### config.mk
export PLATFORM = sky130hd
export DESIGN_NAME = vga_scanout
export DESIGN_NICKNAME = d
export VERILOG_FILES = /design/src/rtl/vga_scanout.sv
export SDC_FILE = /design/constraint.sdc
export NUM_CORES = 1
export LEC_CHECK = 0
export ABC_CLOCK_PERIOD_IN_PS = 4000
export CAP_MARGIN = 20
export CORE_MARGIN = 5
export CORE_UTILIZATION = 57
export CTS_CLUSTER_DIAMETER = 200
export DETAILED_ROUTE_END_ITERATION = 8
export PLACE_DENSITY_LB_ADDON = 0.2
export SYNTH_ARGS = -nofsm -noshare
export SYNTH_HDL_FRONTEND = slang
export SYNTH_SLANG_ARGS = --single-unit
### constraint.sdc
create_clock -name clock -period 4 [get_ports clock]
set_input_delay 0.8 -clock clock [delete_from_list [all_inputs] [get_ports clock]]
set_output_delay 0.8 -clock clock [all_outputs]
set_load 0.005 [all_outputs]
### src/rtl/vga_scanout.sv
// vga_scanout: 640x480@60 VGA timing and pixel-doubled read of a
// 320x240 3-bit framebuffer through a synchronous read port.
module vga_scanout #(
  parameter int unsigned READ_LATENCY = 1,
  parameter int unsigned H_VISIBLE    = 640,
  parameter int unsigned H_FRONT      = 16,
  parameter int unsigned H_SYNC       = 96,
  parameter int unsigned H_BACK       = 48,
  parameter int unsigned V_VISIBLE    = 480,
  parameter int unsigned V_FRONT      = 10,
  parameter int unsigned V_SYNC       = 2,
  parameter int unsigned V_BACK       = 33
) (
  input  logic        clock,
  input  logic        reset,
  output logic [16:0] mem_addr,
  input  logic [2:0]  mem_data,
  output logic        frame_start,
  output logic        VGA_CLK,
  output logic        VGA_HS,
  output logic        VGA_VS,
  output logic        VGA_BLANK_N,
  output logic        VGA_SYNC_N,
  output logic [7:0]  VGA_R,
  output logic [7:0]  VGA_G,
  output logic [7:0]  VGA_B
);

  localparam int unsigned H_TOTAL =
    H_VISIBLE + H_FRONT + H_SYNC + H_BACK;
  localparam int unsigned V_TOTAL =
    V_VISIBLE + V_FRONT + V_SYNC + V_BACK;

  localparam logic [9:0] H_VIS  = 10'(H_VISIBLE);
  localparam logic [9:0] V_VIS  = 10'(V_VISIBLE);
  localparam logic [9:0] H_LAST = 10'(H_TOTAL - 1);
  localparam logic [9:0] V_LAST = 10'(V_TOTAL - 1);
  localparam logic [9:0] HS_BEG = 10'(H_VISIBLE + H_FRONT);
  localparam logic [9:0] HS_END = 10'(H_VISIBLE + H_FRONT + H_SYNC);
  localparam logic [9:0] VS_BEG = 10'(V_VISIBLE + V_FRONT);
  localparam logic [9:0] VS_END = 10'(V_VISIBLE + V_FRONT + V_SYNC);

  logic        pix_en;
  logic [9:0]  h;
  logic [9:0]  v;
  logic        h_last;
  logic        v_last;
  logic        vis;
  logic        hs_n;
  logic        vs_n;
  logic [16:0] fb_y;
  logic [16:0] fb_x;
  logic [16:0] addr;

  logic        vis_d;
  logic        hs_d;
  logic        vs_d;
  logic [2:0]  rd_hold;
  logic [2:0]  px;
  logic [2:0]  rgb;

  assign h_last = (h == H_LAST);
  assign v_last = (v == V_LAST);
  assign vis    = (h < H_VIS) && (v < V_VIS);
  assign hs_n   = !((h >= HS_BEG) && (h < HS_END));
  assign vs_n   = !((v >= VS_BEG) && (v < VS_END));

  // y*320 + x built from shifts; x,y are the halved counters
  assign fb_y = {8'b0, v[9:1]};
  assign fb_x = {8'b0, h[9:1]};
  assign addr = (fb_y << 8) + (fb_y << 6) + fb_x;

  // With one clock of latency the data is only guaranteed for one
  // clock, so it is caught on the off cycle; two clocks lands it
  // exactly on the next pixel edge.
  assign px = (READ_LATENCY == 1) ? rd_hold : mem_data;

  assign VGA_SYNC_N = 1'b0;
  assign VGA_R      = {8{rgb[2]}};
  assign VGA_G      = {8{rgb[1]}};
  assign VGA_B      = {8{rgb[0]}};

  // pixel enable divider and the pixel clock derived from it
  always_ff @(posedge clock or posedge reset) begin
    if (reset) begin
      pix_en  <= 1'b0;
      VGA_CLK <= 1'b0;
    end else begin
      pix_en  <= ~pix_en;
      VGA_CLK <= pix_en;
    end
  end

  // raster counters, one step per pixel
  always_ff @(posedge clock or posedge reset) begin
    if (reset) begin
      h <= '0;
      v <= '0;
    end else if (pix_en) begin
      if (h_last) begin
        h <= '0;
        v <= v_last ? 10'd0 : v + 10'd1;
      end else begin
        h <= h + 10'd1;
      end
    end
  end

  // address issue plus control delayed to meet the returning data
  always_ff @(posedge clock or posedge reset) begin
    if (reset) begin
      mem_addr    <= '0;
      vis_d       <= 1'b0;
      hs_d        <= 1'b1;
      vs_d        <= 1'b1;
      frame_start <= 1'b0;
    end else begin
      frame_start <= pix_en && h_last && v_last;
      if (pix_en) begin
        mem_addr <= vis ? addr : 17'd0;
        vis_d    <= vis;
        hs_d     <= hs_n;
        vs_d     <= vs_n;
      end
    end
  end

  // capture read data on the off cycle for the short-latency port
  always_ff @(posedge clock or posedge reset) begin
    if (reset) begin
      rd_hold <= '0;
    end else if (!pix_en && vis_d) begin
      rd_hold <= mem_data;
    end
  end

  // pin stage: colour, blank and syncs move together
  always_ff @(posedge clock or posedge reset) begin
    if (reset) begin
      rgb         <= '0;
      VGA_BLANK_N <= 1'b0;
      VGA_HS      <= 1'b1;
      VGA_VS      <= 1'b1;
    end else if (pix_en) begin
      rgb         <= vis_d ? px : 3'b000;
      VGA_BLANK_N <= vis_d;
      VGA_HS      <= hs_d;
      VGA_VS      <= vs_d;
    end
  end

endmodule

==> metrics.cfg, run 1 <==
[setup_path]
worstPathArrival_ps=2820
crit_path_start_kind=flip-flop
path_max_fanout=7
cpPeakStageDelay_ps=540
critPathCaptureType=flip-flop
worstSetupPathType=reg2reg
crit_path_top_delay_cell=fa_1
path_cells=inv_1 > fa_1 > inv_1 > fa_1 > a211o_1 > o211ai_1 > a2111o_1 > o221ai_1
worst-r2r-setup-slack_ps=1340
required_ps=4160

[cts]
cts_num_sinks=52
ctsLongestPathBuffers=2
postCtsResizedCells=0
hold_buffers=0
clk-insertion-delay-late_ps=310
clkTransAtPathRegs_ps=100
numCtsBuffers=5
cts-root-buf=clkbuf_8
cts_tree=done
cts_setup_buffers=0
htreeDepth=2

[global_routing]
grt_max_degree=53
grt_first_pass_wirelength_um=9670
antenna_found_initial=0
grt_usage=0.187
gr-total-overflow=0
grt_pass1_vias=2015

[final_layout]
utilization=0.675
fin_nets=333
diodes=0
drive_gt1_frac=0.0850
finalNonFillerCells=376
postLayoutCellArea_sq_um=3400
num-fill-cells=391
area_growth_pct=17.0

[floorplan]
ios=52
rows=26
die_w_um=81.4
start_util=0.577
dieArea_sq_um=6630
core_area_sq_um=5040
die_h_um=81.4

[routing]
via_per_inst=5.66
drt_wl_total_um=5700
ant_nets=0
wl_per_cell_um=15.2
firstDrtPassIters=4
num_vias=2129
drc=0
drt-initial-drc-count=146

[synthesis]
yosysUniqueCellTypes=49
ys_async_sr_fraction=1.00
postSynthAreaPerCell_sq_um=10.5
ys_top_cells_by_area=dfrtp_1, ha_1, buf_4, dfstp_2, a22o_1
synth_area_leader_cell=dfrtp_1
yosysTopAreaCellShare=0.413
yosysSeqAreaShare=0.449
synth_fp_nets=304
yosysWarnings=0
synth-edff-count=0
synth_ff_type=dfrtp_1
syn_area_sq_um=2910
ys_ff_latch=52
syn_inst=276

[min_path]
hold_class=reg2reg

[timing]
slew_headroom=0.658
fin_crit_ps=2660
setup_viol=0
hold_ws_ps=507
fin_crit_sh=0.665
maxSlewViolCount=0
fin_setup_tns_ps=0
rsz0062_at_grt=no
max_freq_mhz=376
final_hold_viol_count=0
tightest_slew_ps=513
clock_skew_ps=12.1
fin_ws_ps=1340

[power_and_ir_drop]
leakagePower_nw=1.56
p_total_mw=0.882
vdd_drop_max_mv=0.164
power.density_nw_per_um2=259

[placed_design]
gp_congestion=0.854
post-place-ws_ps=1380
placed_cells=367
hpwlAfterDp_um=4080
io_buffer_count=50
placed_cell_area_sq_um=3290

[status]
status=finished clean

[flow_run]
maxCapViolCount=0

[layer usage]
layer | GRT usage | routed length (um) | up-vias
li1 | - | - | 1034
met1 | 0.261 | 2570 | 1015
met2 | 0.296 | 2620 | 74
met3 | 0.0373 | 448 | 6
met4 | 0.0524 | 66 | 0
met5 | 0 | 0 | -
[synth_stat cells, types with 5 or more instances]
master    n
buf_4    22
mux2_2    6
ha_1     21
nand2_1  10
or3_1     7
dfrtp_1  48
a21oi_1  11
inv_1    19
nand4_1   8
nand3_1  10
nor2_1   15
xor2_1    5
a22o_1   10
o21ai_0  14
xnor2_1   8
[layout by cell type (no fill, tap or decap), drive strengths merged, types with 3 or more instances in the layout]
cell and n:
a22o 10, clkdlybuf4s50 50, inv 20, nor2 16, o21ai 14, and3 4, a21oi 11, ha 21
nand4 9, clkbuf 5, nand3 10, buf 3, dfrtp 48, mux2 6, or3 7, nor4 4
dfstp 4, and4 3, xor2 5, nor3 3, nand2 10, xnor2 8
[path summary, 6_finish.rpt]
| check | depth (start not counted) | endpoint | startpoint |
|---|---|---|---|
| min in group asynchronous | 2 | VGA_BLANK_N | reset |
| worst max-delay path | 8 | mem_addr[15] | h[9] |
| worst max register to register | 8 | mem_addr[15] | h[9] |
| max in group asynchronous | 3 | VGA_VS | reset |
| worst min-delay path | 2 | hs_d | hs_d |
| worst min register to register | 2 | hs_d | hs_d |
[worst max-delay path, delay by kind of cell (launching register included)]
family | cells | cell delay (ps)
buffers and inverters | 2 | 180
DFF | 1 | 470
AOI/OAI and AO/OA | 4 | 850
adders and majority gates | 2 | 1020
[final cells by class]
| cell class | count | area, sq um | share of cell area |
|---|---|---|---|
| Sequential cell | 52 | 1310 | 0.384 |
| Timing Repair Buffer | 53 | 536 | 0.157 |
| Clock inverter | 3 | 21.3 | 0.00625 |
| Inverter | 19 | 71.3 | 0.0209 |
| Multi-Input combinational cell | 174 | 1310 | 0.386 |
| Clock buffer | 5 | 68.8 | 0.0202 |
| Tap cell | 70 | 87.6 | 0.0257 |
[power breakdown]
part | switching (mW) | internal (mW)
clock | 0.179 | 0.124
sequential | 0.00381 | 0.529
combinational | 0.0184 | 0.0274
[state kept, by name, summed over array words and instances (netlist names)]
signal and cells:
px 3, VGA_CLK 1, vs_d 1, VGA_VS 1, rgb 3, hs_d 1
h 10, mem_addr 17, VGA_BLANK_N 1, VGA_HS 1, frame_start 1, vis_d 1
pix_en 1, v 10
[logic make-up after synthesis]
kind of cell / synth area share
AOI/OAI and AO/OA: 0.145
xor gates and xnor gates: 0.0391
and+or+nand+nor: 0.139
adders and majority gates: 0.104
muxes: 0.0232
other: 0.00129
DFF: 0.449
buffers and inverters: 0.0994
(Power assumes the default switching activity.)
==> run 2: changes to the inputs <==
--- a/config.mk
+++ b/config.mk
@@ -5,10 +5,10 @@
 export SDC_FILE = /design/constraint.sdc
 export NUM_CORES = 1
 export LEC_CHECK = 0
-export ABC_CLOCK_PERIOD_IN_PS = 4000
+export ABC_CLOCK_PERIOD_IN_PS = 2300
 export CAP_MARGIN = 20
 export CORE_MARGIN = 5
-export CORE_UTILIZATION = 57
+export CORE_UTILIZATION = 48
 export CTS_CLUSTER_DIAMETER = 200
 export DETAILED_ROUTE_END_ITERATION = 8
 export PLACE_DENSITY_LB_ADDON = 0.2
==> constraint.sdc (replaced) <==
create_clock -name clock -period 2.3 [get_ports clock]
set_input_delay 0.46 -clock clock [delete_from_list [all_inputs] [get_ports clock]]
set_output_delay 0.46 -clock clock [all_outputs]
set_load 0.005 [all_outputs]
==> metrics.cfg, run 2 (synthesized netlist as in run 1, its figures left out) <==
[power_and_ir_drop]
internal-power_mw=1.19  ; +75%
pwr-share-comb=0.051  ; about the same
p_switching_mw=0.372  ; +85%
p_seq_frac=0.592  ; -0.012
power.density_nw_per_um2=443  ; +71%
p_sw_frac=0.238  ; +0.00943
vdd_drop_max_mv=0.237  ; +44%
p_clk_frac=0.356  ; +0.012
leakagePower_nw=1.62  ; +4.1%
p_total_mw=1.56  ; +77%

[timing]
clock_skew_ps=11.1  ; -0.934 ps
final_hold_viol_count=0  ; unchanged
rsz0062_at_grt=yes
maxSlewViolCount=0  ; unchanged
fin_crit_sh=1.01  ; +0.349
fin_crit_ps=2330  ; -328 ps
fin_setup_tns_ps=-51.9  ; -51.9 ps
fin_ws_ps=-31.6  ; -1370 ps
setup_viol=2  ; +2
max_freq_mhz=429  ; +14%

[global_routing]
grt_use_met1=0.219  ; -0.0422
met3_usage=0.0357  ; -0.00153
grt_pass1_vias=2111  ; +4.8%
grt_first_pass_wirelength_um=10100  ; +4.8%
busiest_layer=met2
antenna_found_initial=0  ; unchanged
gr-total-overflow=0  ; unchanged
grt_max_degree=44  ; -17%
grt_usage=0.167  ; -0.0195
use_met2=0.268  ; -0.0286

[final_layout]
finalNonFillerCells=393  ; +4.5%
largest_reg_flops=17  ; unchanged
postLayoutCellArea_sq_um=3530  ; +3.6%
final_common_cell=clkdlybuf4s50_1
reg.largest.list=mem_addr (17), h (10), v (10)
area_growth_pct=21.3
max_flop_register=mem_addr
fin_nets=345  ; +3.6%
final_cell_mix=clkdlybuf4s50_1, dfrtp_1, ha_1
diodes=0  ; unchanged
drive_gt1_frac=0.142  ; +0.0565

[floorplan]
start_util=0.491  ; -0.0856
core_area_sq_um=5920  ; +17%
rows=28  ; +7.7%
die_h_um=87.9  ; +7.9%
ios=52  ; unchanged
dieArea_sq_um=7720  ; +16%
die_w_um=87.9  ; +7.9%

[cts]
numCtsBuffers=5  ; unchanged
cts-root-buf=clkbuf_8
ctsLongestPathBuffers=2  ; unchanged
cts_num_sinks=52  ; unchanged
cts_tree=done
clkTransAtPathRegs_ps=110  ; about the same
hold_buffers=0  ; unchanged
htreeDepth=2  ; unchanged
clk-insertion-delay-late_ps=320  ; about the same

[routing]
wl_per_cell_um=15.6  ; +2.8%
drc=0  ; unchanged
ant_nets=0  ; unchanged
num_vias=2185  ; +2.6%
firstDrtPassIters=4  ; unchanged
via_per_inst=5.56  ; -1.8%
drt-initial-drc-count=76  ; -48%
drt_wl_total_um=6130  ; +7.4%

[status]
violations=setup timing
status=complete, but fails checks

[setup_path]
critPathCaptureType=flip-flop
crit_path_start_kind=flip-flop
crit_path_start=h[9]
required_ps=2480  ; -1680 ps
worstSetupPathType=reg2reg
worstPathArrival_ps=2510  ; -310 ps
r2r_start=h[9]
path_max_fanout=5  ; -2

[min_path]
hold_class=in2async

[placed_design]
io_buffer_count=50  ; unchanged
placed_cell_area_sq_um=3390  ; +2.8%
gp_congestion=0.872  ; +2.1%
hpwlAfterDp_um=4460  ; +9.5%
placed_cells=381  ; +3.8%

[flow_run]
maxCapViolCount=0  ; unchanged

[run 2: repair_timing]
| item | 4_1_cts | 5_1_grt |
|---|---|---|
| setup buffers | 2 | 2 |
| gates resized for setup | 3 | 2 |
| pin swaps | 6 | 7 |
| endpoints found under the setup margin | 4 | 6 |
[run 2: final cells by class]
| type | instances | area, sq um |
|---|---|---|
| repair buffers | 65 | 626 |
| clock buffers | 5 | 68.8 |
| flip-flops and latches | 52 | 1310 |
| clock inverters | 3 | 27.5 |
| multi-input cells | 174 | 1340 |
| inverters | 19 | 71.3 |
| fillers | 510 | 2390 |
| well taps | 75 | 93.8 |
[run 2: power groups by stage]
stage	Combinational, mW	Sequential (mW)	Clock, mW
detailed placement	0.0825	0.944	0
CTS	0.0826	0.926	0.575
global route	0.0887	0.928	0.605
finish	0.0798	0.926	0.557
floorplan	0.0489	0.943	0
global placement	0.0813	0.943	0
[run 2: final timing paths]
check | to | cells after the start | slack (ps)
max | mem_addr[15] | 8 | -30
min in group clock | hs_d | 2 | 500
min reg2reg | hs_d | 2 | 500
min | mem_addr[1] | 2 | 370
max in group asynchronous | VGA_VS | 3 | 1370
max reg2reg | mem_addr[15] | 8 | -30
[run 2: per-stage QoR]
step	setup slack, ps	hold WS (ps)	utilization
2_1_floorplan	14.0	349	-
3_3_place_gp	35.8	478	0.572
3_5_place_dp	-48.3	483	0.572
4_1_cts	-27.5	374	0.592
5_1_grt	-87.6	392	0.596
6_report	-31.6	367	0.596
[run 2: routing by layer]
metal  wire length [um]  vias to the layer above
li1                   -                     1045
met1               2760                     1055
met2               2820                       74
met3                425                       11
met4                117                        0
met5                  0                        -
[run 2: critical path: stages, from the launching register on]
cell and delay [ps]:
dfrtp_1 380, inv_2 50, fa_1 540, inv_2 50, fa_2 370, a211o_1 280, o211ai_1 210, a2111o_1 210
o221ai_1 100
==> run 3: changes to the inputs <==
--- a/config.mk
+++ b/config.mk
@@ -7,11 +7,14 @@
 export LEC_CHECK = 0
 export ABC_CLOCK_PERIOD_IN_PS = 2300
 export CAP_MARGIN = 20
+export CELL_PAD_IN_SITES_DETAIL_PLACEMENT = 0
+export CELL_PAD_IN_SITES_GLOBAL_PLACEMENT = 1
 export CORE_MARGIN = 5
-export CORE_UTILIZATION = 48
+export CORE_UTILIZATION = 37
 export CTS_CLUSTER_DIAMETER = 200
 export DETAILED_ROUTE_END_ITERATION = 8
 export PLACE_DENSITY_LB_ADDON = 0.2
 export SYNTH_ARGS = -nofsm -noshare
 export SYNTH_HDL_FRONTEND = slang
 export SYNTH_SLANG_ARGS = --single-unit
+export TNS_END_PERCENT = 10
==> metrics.cfg, run 3 (synthesized netlist as in run 1, its figures left out) <==
[status]
status=finished clean

[placed_design]
io_buffer_count=50  ; unchanged
placed_cell_area_sq_um=3480  ; +2.7%
hpwlAfterDp_um=4890  ; +9.4%
post-place-ws_ps=-23.6  ; +24.7 ps
gp_congestion=0.741  ; -15%

[cts]
htreeDepth=2  ; unchanged
ctsLongestPathBuffers=2  ; unchanged
cts_tree=done
cts_num_sinks=52  ; unchanged
numCtsBuffers=5  ; unchanged
clkTransAtPathRegs_ps=100  ; about the same
cts-root-buf=clkbuf_8
hold_buffers=0  ; unchanged
clk-insertion-delay-late_ps=310  ; about the same

[timing]
fin_setup_tns_ps=0  ; +51.9 ps
setup_viol=0  ; -2
rsz0062_at_grt=yes
clock_skew_ps=10.2  ; -0.893 ps
fin_ws_ps=21.2  ; +52.8 ps
fin_crit_ps=2280  ; -52.8 ps
hold_ws_ps=422  ; +54.7 ps
slew_headroom=0.592
fin_crit_sh=0.991  ; -0.0230
tightest_slew_ps=609
max_freq_mhz=439  ; +2.3%
final_hold_viol_count=0  ; unchanged
maxSlewViolCount=0  ; unchanged

[setup_path]
path_max_fanout=5  ; unchanged
crit_path_top_delay_cell=fa_1
worstSetupPathType=reg2reg
path_cells=inv_2 > fa_1 > inv_2 > fa_2 > a211o_1 > o211ai_1 > a2111o_1 > o221ai_1
worstPathArrival_ps=2470  ; -40 ps
crit_path_start_kind=flip-flop
cpPeakStageDelay_ps=540  ; about the same
r2r_start=h[9]
critPathCaptureType=flip-flop
worst-r2r-setup-slack_ps=20  ; +50 ps
rr_endpoint=mem_addr[13]
reg2reg_depth=8  ; unchanged
cpMostUsedCell=inv_2
required_ps=2490  ; about the same

[final_layout]
max_flop_register=mem_addr
postLayoutCellArea_sq_um=3590  ; +1.7%
fin_nets=349  ; +1.2%
drive_gt1_frac=0.152  ; +0.0107
final_common_cell=clkdlybuf4s50_1
diodes=0  ; unchanged
largest_reg_flops=17  ; unchanged
num-fill-cells=761  ; +49%
final_cell_mix=clkdlybuf4s50_1, dfrtp_1, ha_1
reg.largest.list=mem_addr (17), h (10), v (10)
utilization=0.467  ; -0.129
area_growth_pct=23.3

[power_and_ir_drop]
vdd_drop_max_mv=0.205  ; -13%
leakagePower_nw=1.64  ; +1.1%
p_clk_frac=0.348  ; -0.008
p_sw_frac=0.233  ; -0.00454
internal-power_mw=1.19  ; -0.44%
pwr-share-comb=0.053  ; +0.002
power.density_nw_per_um2=431  ; -2.7%
p_switching_mw=0.361  ; -2.9%
p_seq_frac=0.599  ; +0.007

[floorplan]
die_h_um=98.7  ; +12%
die_w_um=98.7  ; +12%
start_util=0.378  ; -0.113
core_area_sq_um=7690  ; +30%
rows=32  ; +14%
dieArea_sq_um=9740  ; +26%
ios=52  ; unchanged

[routing]
drt-initial-drc-count=94  ; +24%
firstDrtPassIters=4  ; unchanged
ant_nets=0  ; unchanged
num_vias=2186  ; +0.046%
wl_per_cell_um=15.0  ; -3.5%
via_per_inst=5.16  ; -7.3%
drc=0  ; unchanged
drt_wl_total_um=6380  ; +4.1%

[min_path]
hold_class=in2async

[global_routing]
grt_pass1_vias=2068  ; -2.0%
antenna_found_initial=0  ; unchanged
grt_first_pass_wirelength_um=10700  ; +5.4%
met3_usage=0.0318  ; -0.00390
gr-total-overflow=0  ; unchanged
grt_usage=0.135  ; -0.0320
busiest_layer=met2
grt_max_degree=20  ; -55%
grt_use_met1=0.199  ; -0.0199
use_met2=0.201  ; -0.0671

[flow_run]
maxCapViolCount=0  ; unchanged

==> run 3: cell count changes in the layout (fill, tap and decap cells not counted), sizes merged <==
| cell | before | now |
|---|---|---|
| buf | 15 | 19 |
==> run 3: what timing repair did <==
item,in CTS,in global routing
endpoints found under the setup margin,3,5
buffers inserted,0,1
resized for setup,0,4
pin swaps,3,4
==> run 3: worst max-delay path by stage <==
stage / slack [ps] / end / start
after floorplan: -40 / mem_addr[15] / h[9]
after global placement: 20 / mem_addr[13] / h[9]
after detailed placement: -20 / mem_addr[15] / h[9]
after CTS: 5 / mem_addr[15] / h[9]
after global routing: -70 / mem_addr[15] / h[9]
final: 20 / mem_addr[13] / h[9]
==> run 3: layout make-up <==
type | instances | area (sq um) | area share
repair buffers | 69 | 656 | 0.183
flip-flops and latches | 52 | 1310 | 0.364
clock inverters | 3 | 21.3 | 0.00593
clock buffers | 5 | 68.8 | 0.0192
multi-input cells | 174 | 1340 | 0.373
well taps | 102 | 128 | 0.0356
inverters | 19 | 71.3 | 0.0199
==> run 3: power groups by stage <==
stage	registers [mW]	clock network [mW]	logic [mW]
final	0.926	0.539	0.0821
after floorplan	0.943	0	0.0489
after detailed placement	0.944	0	0.0851
after global routing	0.928	0.597	0.0902
after CTS	0.926	0.562	0.0851
after global placement	0.943	0	0.0840
==> run 3: critical path, delay by kind of cell, from the launching register on <==
kind,cells,cell delay (ps)
flops,1,370
fa+ha+maj,2,940
compound gates,4,760
buf+inv,2,90
==> run 3: per-layer routing <==
metal,vias up,part of all wire
met5,-,0
met4,0,0.0099
met3,6,0.064
met2,66,0.44
met1,1052,0.49
li1,1062,-
==> run 3: per-stage QoR <==
step | power, mW | cells
5_1_grt | 1.62 | 424
4_1_cts | 1.57 | 423
3_5_place_dp | 1.03 | 415
3_3_place_gp | 1.03 | 415
2_1_floorplan | 0.992 | 276
6_report | 1.55 | 424
